===== config.mk =====
export PLATFORM = sky130hd
export DESIGN_NAME = pong_match_controller
export DESIGN_NICKNAME = d
export VERILOG_FILES = /design/src/rtl/pong_pkg.sv /design/src/rtl/pong_match_controller_paddle_width_ctrl.sv /design/src/rtl/pong_match_controller.sv
export SDC_FILE = /design/constraint.sdc
export NUM_CORES = 1
export LEC_CHECK = 0
export CAP_MARGIN = 15
export CORE_UTILIZATION = 48
export DETAILED_ROUTE_END_ITERATION = 10
export GPL_ROUTABILITY_DRIVEN = 0
export GPL_TIMING_DRIVEN = 0
export PLACE_DENSITY = 0.76
export SLEW_MARGIN = 15
export SYNTH_ARGS = -nofsm -noshare
export SYNTH_HDL_FRONTEND = slang
export SYNTH_SLANG_ARGS = --single-unit

===== constraint.sdc =====
create_clock -name clk -period 2 [get_ports clk]
set_input_delay 0.6 -clock clk [delete_from_list [all_inputs] [get_ports clk]]
set_output_delay 0.6 -clock clk [all_outputs]
set_load 0.02 [all_outputs]

===== src/rtl/pong_pkg.sv =====
// Shared encodings and constants for the Pong match controller.
// The width helper is reused by both paddle width datapaths.
package pong_pkg;

    typedef enum logic [2:0] {
        ST_IDLE      = 3'd0,
        ST_SERVE     = 3'd1,
        ST_RALLY     = 3'd2,
        ST_POINT     = 3'd3,
        ST_GAME_OVER = 3'd4
    } state_t;

    localparam logic [1:0] HIT_P1   = 2'b10;
    localparam logic [1:0] HIT_P2   = 2'b01;
    localparam logic [1:0] MISS_P1  = 2'b10;
    localparam logic [1:0] MISS_P2  = 2'b01;
    localparam logic [1:0] WIN_NONE = 2'b00;
    localparam logic [1:0] WIN_P1   = 2'b10;
    localparam logic [1:0] WIN_P2   = 2'b01;

    localparam int W_DEFAULT_PX = 150;
    localparam int W_MIN_PX     = 50;
    localparam int W_STEP_PX    = 11;

    // Compare before subtracting so the width can never wrap below the floor.
    function automatic logic [9:0] shrink_width(input logic [9:0] width,
                                                input logic [9:0] w_min,
                                                input logic [9:0] w_step);
        logic [9:0] limit;
        limit = w_min + w_step;
        if (width > limit) begin
            return width - w_step;
        end else begin
            return w_min;
        end
    endfunction

endpackage


===== src/rtl/pong_match_controller_paddle_width_ctrl.sv =====
// One paddle's width register: shrinks by a step per hit, clamps at the
// minimum, and snaps back to the default on restore (restore wins).
module paddle_width_ctrl
    import pong_pkg::*;
#(
    parameter int W_DEFAULT = W_DEFAULT_PX,
    parameter int W_MIN     = W_MIN_PX,
    parameter int W_STEP    = W_STEP_PX
) (
    input  logic       clk,
    input  logic       reset,
    input  logic       shrink,
    input  logic       restore,
    output logic [9:0] width
);

    localparam logic [9:0] W_DEFAULT_C = 10'(W_DEFAULT);
    localparam logic [9:0] W_MIN_C     = 10'(W_MIN);
    localparam logic [9:0] W_STEP_C    = 10'(W_STEP);

    // Width register with restore priority over shrink.
    always_ff @(posedge clk or posedge reset) begin
        if (reset) begin
            width <= W_DEFAULT_C;
        end else if (restore) begin
            width <= W_DEFAULT_C;
        end else if (shrink) begin
            width <= shrink_width(width, W_MIN_C, W_STEP_C);
        end else begin
            width <= width;
        end
    end

endmodule


===== src/rtl/pong_match_controller.sv =====
// Pong match sequencer: serve/rally/point/game-over FSM, scores, edge
// detection of hit/miss, and the two paddle width datapaths.
module pong_match_controller
    import pong_pkg::*;
#(
    parameter int W_DEFAULT    = W_DEFAULT_PX,
    parameter int W_MIN        = W_MIN_PX,
    parameter int W_STEP       = W_STEP_PX,
    parameter int WIN_SCORE    = 7,
    parameter int SERVE_FRAMES = 60,
    parameter int POINT_FRAMES = 90
) (
    input  logic       clk,
    input  logic       reset,
    input  logic       start,
    input  logic       frame_tick,
    input  logic [1:0] hit,
    input  logic [1:0] miss,
    output logic       ball_enable,
    output logic       ball_center,
    output logic       serve_dir,
    output logic [9:0] paddle1_width,
    output logic [9:0] paddle2_width,
    output logic [3:0] score1,
    output logic [3:0] score2,
    output logic [1:0] winner,
    output logic [2:0] state_o
);

    localparam logic [7:0] SERVE_LAST = 8'(SERVE_FRAMES - 1);
    localparam logic [7:0] POINT_LAST = 8'(POINT_FRAMES - 1);
    localparam logic [3:0] WIN_C      = 4'(WIN_SCORE);

    state_t     state, state_nxt;
    logic [7:0] cnt, cnt_nxt;
    logic [1:0] hit_prev, miss_prev;
    logic [1:0] hit_rise, miss_rise;
    logic [3:0] score1_nxt, score2_nxt;
    logic [1:0] winner_nxt;
    logic       serve_dir_nxt;
    logic       shrink1, shrink2, restore;

    assign hit_rise  = hit & ~hit_prev;
    assign miss_rise = miss & ~miss_prev;
    assign state_o   = state;

    // State, counter, score and ball-control registers.
    always_ff @(posedge clk or posedge reset) begin
        if (reset) begin
            state       <= ST_IDLE;
            cnt         <= 8'd0;
            hit_prev    <= 2'b00;
            miss_prev   <= 2'b00;
            score1      <= 4'd0;
            score2      <= 4'd0;
            winner      <= WIN_NONE;
            serve_dir   <= 1'b0;
            ball_enable <= 1'b0;
            ball_center <= 1'b1;
        end else begin
            state       <= state_nxt;
            cnt         <= cnt_nxt;
            hit_prev    <= hit;
            miss_prev   <= miss;
            score1      <= score1_nxt;
            score2      <= score2_nxt;
            winner      <= winner_nxt;
            serve_dir   <= serve_dir_nxt;
            ball_enable <= (state_nxt == ST_RALLY);
            ball_center <= (state_nxt != ST_RALLY);
        end
    end

    // Next-state and datapath control; hit and miss only matter in RALLY.
    always_comb begin
        state_nxt     = state;
        cnt_nxt       = cnt;
        score1_nxt    = score1;
        score2_nxt    = score2;
        winner_nxt    = winner;
        serve_dir_nxt = serve_dir;
        shrink1       = 1'b0;
        shrink2       = 1'b0;
        restore       = 1'b0;
        case (state)
            ST_IDLE: begin
                score1_nxt = 4'd0;
                score2_nxt = 4'd0;
                winner_nxt = WIN_NONE;
                cnt_nxt    = 8'd0;
                restore    = 1'b1;
                if (start) begin
                    state_nxt = ST_SERVE;
                end else begin
                    state_nxt = ST_IDLE;
                end
            end
            ST_SERVE: begin
                if (frame_tick && (cnt == SERVE_LAST)) begin
                    cnt_nxt   = 8'd0;
                    state_nxt = ST_RALLY;
                end else if (frame_tick) begin
                    cnt_nxt = cnt + 8'd1;
                end else begin
                    cnt_nxt = cnt;
                end
            end
            ST_RALLY: begin
                if (miss_rise != 2'b00) begin
                    restore   = 1'b1;
                    cnt_nxt   = 8'd0;
                    state_nxt = ST_POINT;
                    case (miss_rise)
                        MISS_P2: begin
                            score1_nxt    = score1 + 4'd1;
                            serve_dir_nxt = 1'b1;
                        end
                        MISS_P1: begin
                            score2_nxt    = score2 + 4'd1;
                            serve_dir_nxt = 1'b0;
                        end
                        default: begin
                            serve_dir_nxt = ~serve_dir;
                        end
                    endcase
                end else begin
                    shrink1 = (hit_rise == HIT_P1);
                    shrink2 = (hit_rise == HIT_P2);
                end
            end
            ST_POINT: begin
                if (score1 == WIN_C) begin
                    winner_nxt = WIN_P1;
                    state_nxt  = ST_GAME_OVER;
                end else if (score2 == WIN_C) begin
                    winner_nxt = WIN_P2;
                    state_nxt  = ST_GAME_OVER;
                end else if (frame_tick && (cnt == POINT_LAST)) begin
                    cnt_nxt   = 8'd0;
                    state_nxt = ST_SERVE;
                end else if (frame_tick) begin
                    cnt_nxt = cnt + 8'd1;
                end else begin
                    cnt_nxt = cnt;
                end
            end
            ST_GAME_OVER: begin
                if (start) begin
                    score1_nxt = 4'd0;
                    score2_nxt = 4'd0;
                    winner_nxt = WIN_NONE;
                    cnt_nxt    = 8'd0;
                    restore    = 1'b1;
                    state_nxt  = ST_SERVE;
                end else begin
                    state_nxt = ST_GAME_OVER;
                end
            end
            default: begin
                state_nxt = ST_IDLE;
            end
        endcase
    end

    paddle_width_ctrl #(
        .W_DEFAULT (W_DEFAULT),
        .W_MIN     (W_MIN),
        .W_STEP    (W_STEP)
    ) u_paddle1 (
        .clk     (clk),
        .reset   (reset),
        .shrink  (shrink1),
        .restore (restore),
        .width   (paddle1_width)
    );

    paddle_width_ctrl #(
        .W_DEFAULT (W_DEFAULT),
        .W_MIN     (W_MIN),
        .W_STEP    (W_STEP)
    ) u_paddle2 (
        .clk     (clk),
        .reset   (reset),
        .shrink  (shrink2),
        .restore (restore),
        .width   (paddle2_width)
    );

endmodule


==> results.md <==
* Top Ports at 44
* Setup TNS at 0 ns
* ANT cells at 0
* Final Routed Wirelength at 6.49 mm
* Largest net degree at the start of global routing at 32
* IO Port Bufs at 43
* Slew Viols, Final at 0
* Critical path arrival at 2.21 ns
* Die height at 77.2 um
* Startpoint Class: input port
* Post-Syn Nets at roughly 300
* Vias in the first global route at approximately 2300
* CP max stage delay at just over 0.5 ns
* Critical Path, Cell by Cell: clkdlybuf4s50_1 -> nor2b_4 -> nand4bb_4 -> or4_4 -> a211o_1
* CTS max path bufs at 2
* Post-synth design cell area at roughly 2700 um2
* Final hold violation count at 0
* Post-Syn Instances at roughly 280
* Fin crit period at about 2 ns
* Yosys warnings at 0
* Slew margin rel. at a little over two thirds
* Worst IR Drop VDD at about 0.44 mV
* Hold_ws at around 0.46 ns
* First-pass GRT wire length at approximately 11 mm
* Critical Path Fanout Max at 4
* Status: complete, no violations
* Unique masters post-synth at 59
* Post-synth EDFFs at 0
* Final ANT Viol Nets at 0
* Overall die width at between 70 and 80 um
* Buf+Inv Stages, Crit Path at 1
* Period utilisation layout at 98.3%
* CTS Sinks at 48
* CTS tree: built
* R2R setup slack at 0.08 ns
* Root buffer cell: clkbuf_8
* Drt via density at around 5.7
* # setup viols final at 0
* Initial antenna violation count at 0
* Synth-to-Final Area Change at 34.1%
* Crit-path leading delay family: simple AND/OR/NAND/NOR gates
* Worst Skew at 0.00829 ns
* Leakage at around 0.0016 uW
* Power per cell area at ~590 nW/um2
* Least-Margin Pin Slew at roughly 0.44 ns
* DRC Markers at 0
* Sequential-to-total area share from yosys stat at approximately 45%
* Worst-skew pair later-pin latency at just over 0.3 ns
* Number of synthesized register bits at 48
* Post-DP HPWL at 4.32 mm
* # hold bufs at CTS at 0
* Core Area at about 5500 um2
* Clock buffer count from CTS at 5
* Via count at around 2400
* WL/cell at approximately 15 um
* GRT Total Usage at 22.4%
* F_max at ~510 MHz
* Rows at 27
* Nets at 368
* Power, Total at about 2200 uW
* Initial Util at roughly half
* Layout cells sized above 1 at 23.0%
* CP required at 2.24 ns
* DIE AREA at around 6000 um2
* Total congestion overflow at 0
* Critical Setup Path Class: in2reg
* Ys async rst share at 100%
* Mean post-synth cell area at roughly 9.7 um2
* RSZ-0062 raised after global routing: yes
* 1st-pass router iterations at 4
* H-tree depth at 2
* Starting DRT DRC Count at approximately 140
* Top FF cell, synth: dfrtp_1
* CP max-delay cell: or4_4
* Crit end category: flop
* Clock transition at path regs at roughly 0.090 ns
* Max_cap viols at 0
* Worst Hold Class: in2reg
cells by family (layout without fill, tap and decap cells):
family                   after synthesis  after routing  synth area share [%]
adder cells (fa/ha/maj)               13             13                  5.99
multiplexers                           2              2                 0.738
XOR/XNOR                               4              4                  1.29
AND/OR/NAND/NOR                      113            113                  24.3
buffers and inverters                 23             90                  3.60
AO/OA/AOI/OAI                         78             78                  19.5
flip-flops                            48             48                  44.7
state kept, by name (all words and copies together), names as in the netlist:
name and flops:
u_paddle1.width 10, u_paddle2.width 10, cnt 8, score1 4
score2 4, state_o 3, hit_prev 2, miss_prev 2
winner 2, ball_center 1, ball_enable 1, serve_dir 1
metal layers:
layer	vias to the layer above	track usage, %	part of all wire [%]
met5	-	0	0
met4	0	8.87	1.6
met3	11	3.69	3.9
met2	55	36.5	48
met1	1172	29.6	46
li1	1153	-	-
Yosys cell counts (3+ instances only):
cell type,instances,area share (%)
nor2_1,18,2.5
o31ai_1,4,1.1
a21oi_1,17,3.1
dfrtp_1,39,36
a32oi_1,3,0.97
nor3_1,7,1.3
dfstp_2,9,8.7
or3_1,8,1.8
inv_1,16,2.2
nand3_1,10,1.8
nand2_1,25,3.5
nor2b_1,4,0.92
a211o_1,4,1.3
a221o_1,3,1.1
xor2_1,3,0.97
and2b_1,3,0.83
ha_1,13,6.0
clkbuf_1,3,0.41
nand2b_1,11,2.5
o21ai_1,4,0.74
o21ai_0,17,3.1
and2_1,3,0.69
buf_2,3,0.55
a21o_1,6,1.7
nand4_1,3,0.69
worst reg2reg max path, delay by kind of cell, from the launching register on:
kind                     cells  cell delay [ns]
adder cells (fa/ha/maj)      1             0.26
AO/OA/AOI/OAI                2             0.32
flip-flops                   1             0.45
AND/OR/NAND/NOR              2             0.67
XOR/XNOR                     1             0.15
final cells by class:
class,instances,area (um2)
Clock buffer,5,68.8
Buffer,4,25.0
Fill cell,453,1830
Timing Repair Buffer,62,579
Inverter,16,60.1
Sequential cell,48,1220
Tap cell,72,90.1
Multi-Input combinational cell,210,1560
Clock inverter,3,42.5
path summary, 6_finish.rpt:
check | startpoint | endpoint | cells after the start
setup / recovery | hit[1] | u_paddle2.width[7]$_DFFE_PP1P_ | 5
max in group asynchronous | reset | u_paddle1.width[7]$_DFFE_PP1P_ | 3
hold reg to reg | cnt[7]$_DFFE_PP0P_ | cnt[7]$_DFFE_PP0P_ | 1
hold / removal | hit[0] | hit_prev[0]$_DFF_PP0_ | 1
min in group asynchronous | reset | ball_enable$_DFF_PP0_ | 2
setup reg to reg | u_paddle2.width[0]$_DFFE_PP0P_ | u_paddle2.width[8]$_DFFE_PP0P_ | 6
per-stage QoR:
step	worst slack (ns)	util, %	cells	instance area (um2)
final	0.0343	66.5	420	3640
after global routing	-0.0174	66.5	420	3640
after CTS	0.00389	64.6	413	3540
after detailed placement	-0.739	60.4	397	3310
after global placement	-0.711	60.0	396	3290
after floorplan	0.0263	-	281	2770
report_power, final:
part	total (uW)	leakage, uW	switching [uW]	internal [uW]
clock network	719	0.0000541	349	371
registers	1070	0.000616	49.8	1020
logic	371	0.000967	216	155
total	2160	0.00164	615	1540
repair_timing:
item                                    in CTS  in global routing
resized for setup                           34                 18
pin swaps                                    5                  9
setup buffers                               10                  8
endpoints found under the setup margin      46                 26
layout by cell type (no fill, tap or decap), types with 3 or more instances in the layout:
| cell type | n |
|---|---|
| dfrtp_1 | 36 |
| nand2_1 | 24 |
| clkdlybuf4s50_1 | 22 |
| buf_4 | 19 |
| nor2_1 | 18 |
| o21ai_0 | 16 |
| a21oi_1 | 15 |
| dlygate4sd2_1 | 15 |
| inv_1 | 14 |
| nand3_1 | 10 |
| ha_1 | 10 |
| dfstp_2 | 9 |
| nor3_1 | 7 |
| or3_1 | 7 |
| nand2b_1 | 6 |
| a21o_1 | 5 |
| clkbuf_8 | 5 |
| nand2b_4 | 4 |
| a211o_1 | 4 |
| dlymetal6s2s_1 | 4 |
| nor2b_1 | 3 |
| nand4_1 | 3 |
| and2b_1 | 3 |
| or4_4 | 3 |
| xor2_1 | 3 |
| o21ai_1 | 3 |
| a32oi_1 | 3 |
| a221o_1 | 3 |
| o31ai_1 | 3 |
| dfrtp_2 | 3 |
Power figures use the tool's default switching activity.
==> RTL change, RTL diff (same settings) <==
Register the output `score1` once more, with the module's reset; this adds one clock of latency there. The other outputs are not delayed to match.
--- a/src/rtl/pong_match_controller.sv
+++ b/src/rtl/pong_match_controller.sv
@@ -33,2 +33,4 @@
 
+    logic [3:0] score1_s0;
+
     state_t     state, state_nxt;
@@ -53,3 +55,3 @@
             miss_prev   <= 2'b00;
-            score1      <= 4'd0;
+            score1_s0   <= 4'd0;
             score2      <= 4'd0;
@@ -64,3 +66,3 @@
             miss_prev   <= miss;
-            score1      <= score1_nxt;
+            score1_s0   <= score1_nxt;
             score2      <= score2_nxt;
@@ -77,3 +79,3 @@
         cnt_nxt       = cnt;
-        score1_nxt    = score1;
+        score1_nxt    = score1_s0;
         score2_nxt    = score2;
@@ -114,3 +116,3 @@
                         MISS_P2: begin
-                            score1_nxt    = score1 + 4'd1;
+                            score1_nxt    = score1_s0 + 4'd1;
                             serve_dir_nxt = 1'b1;
@@ -131,3 +133,3 @@
             ST_POINT: begin
-                if (score1 == WIN_C) begin
+                if (score1_s0 == WIN_C) begin
                     winner_nxt = WIN_P1;
@@ -188,2 +190,10 @@
 
+    always_ff @(posedge clk or posedge reset) begin
+        if (reset) begin
+            score1 <= '0;
+        end else begin
+            score1 <= score1_s0;
+        end
+    end
+
 endmodule
Function: no difference found for any inputs over 10 cycles, from zero or initial values and one cycle with reset high; that may be too few to reach the edited logic, so the function may still have changed.
==> RTL change against the original RTL <==
Core utilization is 2.0 points higher; area after synthesis is 4.0% higher; cell count is 4.5% higher; wire length is 1.6% higher; register-to-register slack worse by 0.06 ns; sequential power is 8% higher; sequential cell count is 4 higher; global-route usage is 0.10 points higher; cell area is 5.0% higher; worst setup slack worse by 0.017 ns; sequential share of layout area is 1.1 points higher; non-clock buffer count is 5 higher; total power is 7.6% lower; critical path type is now reg -> reg.
==> RTL change: results (changes against the original RTL) <==
The number of antenna violations at the first check in global routing is 0 (unchanged), and the average vias per placed instance is 5.73 (+0.63%). The peak per-stage delay on the critical path works out to 0.56 ns (+0.05 ns). The run gives 10,900 µm (+1.9%) as the first-pass GRT wire length. The cell leakage power is 1.67 nW (+1.9%).

The worst reg-to-reg setup slack is 0.02 ns (-0.06 ns), and the global routing usage summed across all routing layers is 0.225 (+0.000995). The critical-path cell with the highest stage delay is dfstp_2. The logs give 114 (-17%) for the count of routing violations after the opening detailed-route iteration and 7 (+3) for the number of optimization iterations in the first detailed-route pass. The via count of the first global-routing pass was 2,398 (+3.2%); the maximum number of pins on one net before global-route repair was 33 (+3.1%). The post-synth net total came out at 318 (+5.3%).

The number of cell instances on the worst register-to-register path works out to 7 (+1). The worst slew margin relative to its limit was 0.676 (-0.0257); the share of post-route cells with drive strength above 1 was 0.253 (+0.0235). By area the synthesized netlist is led by dfrtp_1 (38%), dfstp_2 (8.4%), ha_1 (5.8%). The port buffer count was 42 (-2.3%); the number of different library cells in the post-synthesis netlist was 56 (-5.1%).

The worst setup path is launched from a flop. The top fanout value on the critical path is 5 (+1). The tools report the count of nets after finishing as 387 (+5.2%).

The pre-CTS worst setup slack is -0.730 ns (+0.00881 ns). The tools report the post-route clock skew as 0.00397 ns (-0.00433 ns). The met1 routed wirelength after detailed routing was 2940 µm (-1.7%). The destination of the worst hold path is miss_prev[0]. For the detailed-placement wirelength estimate, the log shows 4310 µm (-0.23%).

Smallest hold slack: 0.390 ns (-0.0742 ns). The run finished with clean final reports. The commonest cells after synthesis are dfrtp_1 (43), nor2_1 (35), o21ai_0 (29). The post-synthesis sequential area ratio was 0.465 (+0.0184); the instance area at placement was 3430 µm² (+3.9%).

The number of filler cells placed in the layout came out at 435 (-4.0%). The final routed wirelength across all metal layers was 6590 µm (+1.6%); the maximum VDD drop was 0.000381 V (-13%). The worst hold path begins at miss[0].

Worst hold-check path type: in -> reg.
-- RTL change: power by group --
part           leakage, nW  internal (W)  total (W)  switching (W)
logic                0.962      0.000109   0.000230       0.000121
registers            0.665       0.00110    0.00116      0.0000609
clock network       0.0412      0.000246   0.000601       0.000355
-- RTL change: what timing repair did --
item / 4_1_cts / 5_1_grt
setup buffers: 13 / 8
pin swaps: 9 / 10
resized for setup: 44 / 26
setup endpoints to repair: 52 / 29
cloned: 0 / 0
hold endpoints to repair: 0 / 0
-- RTL change: worst max path at each step --
stage | startpoint | endpoint | slack, ns | cells past startpoint
detailed placement | miss[0] | score2[3] | -0.73 | 9
global route | u_paddle2.width[1] | u_paddle2.width[3] | -0.07 | 7
floorplan | u_paddle2.width[1] | u_paddle2.width[3] | -0.12 | 8
global placement | reset | cnt[6] | -0.83 | 2
finish | u_paddle2.width[1] | u_paddle2.width[3] | 0.02 | 7
CTS | miss[0] | u_paddle1.width[6] | -0.08 | 9
-- RTL change: cell type report --
type / count / share of cell area
clock buffer: 6 / 0.0190
clock inverter: 2 / 0.00328
timing repair buffer: 64 / 0.151
multi-input combinational: 222 / 0.431
buffer: 7 / 0.0131
sequential: 52 / 0.345
tap: 72 / 0.0236
inverter: 14 / 0.0138
-- RTL change: per-stage QoR --
step                 util  std cells  power (W)
finish              0.685        439    0.00199
global route        0.685        439    0.00210
CTS                 0.658        432    0.00201
detailed placement  0.616        412    0.00140
global placement    0.612        411    0.00138
floorplan               -        297    0.00133
-- RTL change: layer usage --
layer / up-vias / global-route usage
met4: 0 / 0.0611
met5: - / 0
met1: 1234 / 0.291
li1: 1212 / -
met3: 8 / 0.0395
met2: 61 / 0.387
-- RTL change: cells by family after synthesis --
family                     Yosys count  share of synthesized area
buffers and inverters               23                     0.0346
muxes                                2                    0.00754
and+or+nand+nor                    123                      0.236
AOI/OAI and AO/OA                   84                      0.199
adders and majority gates           13                     0.0577
DFF                                 52                      0.465
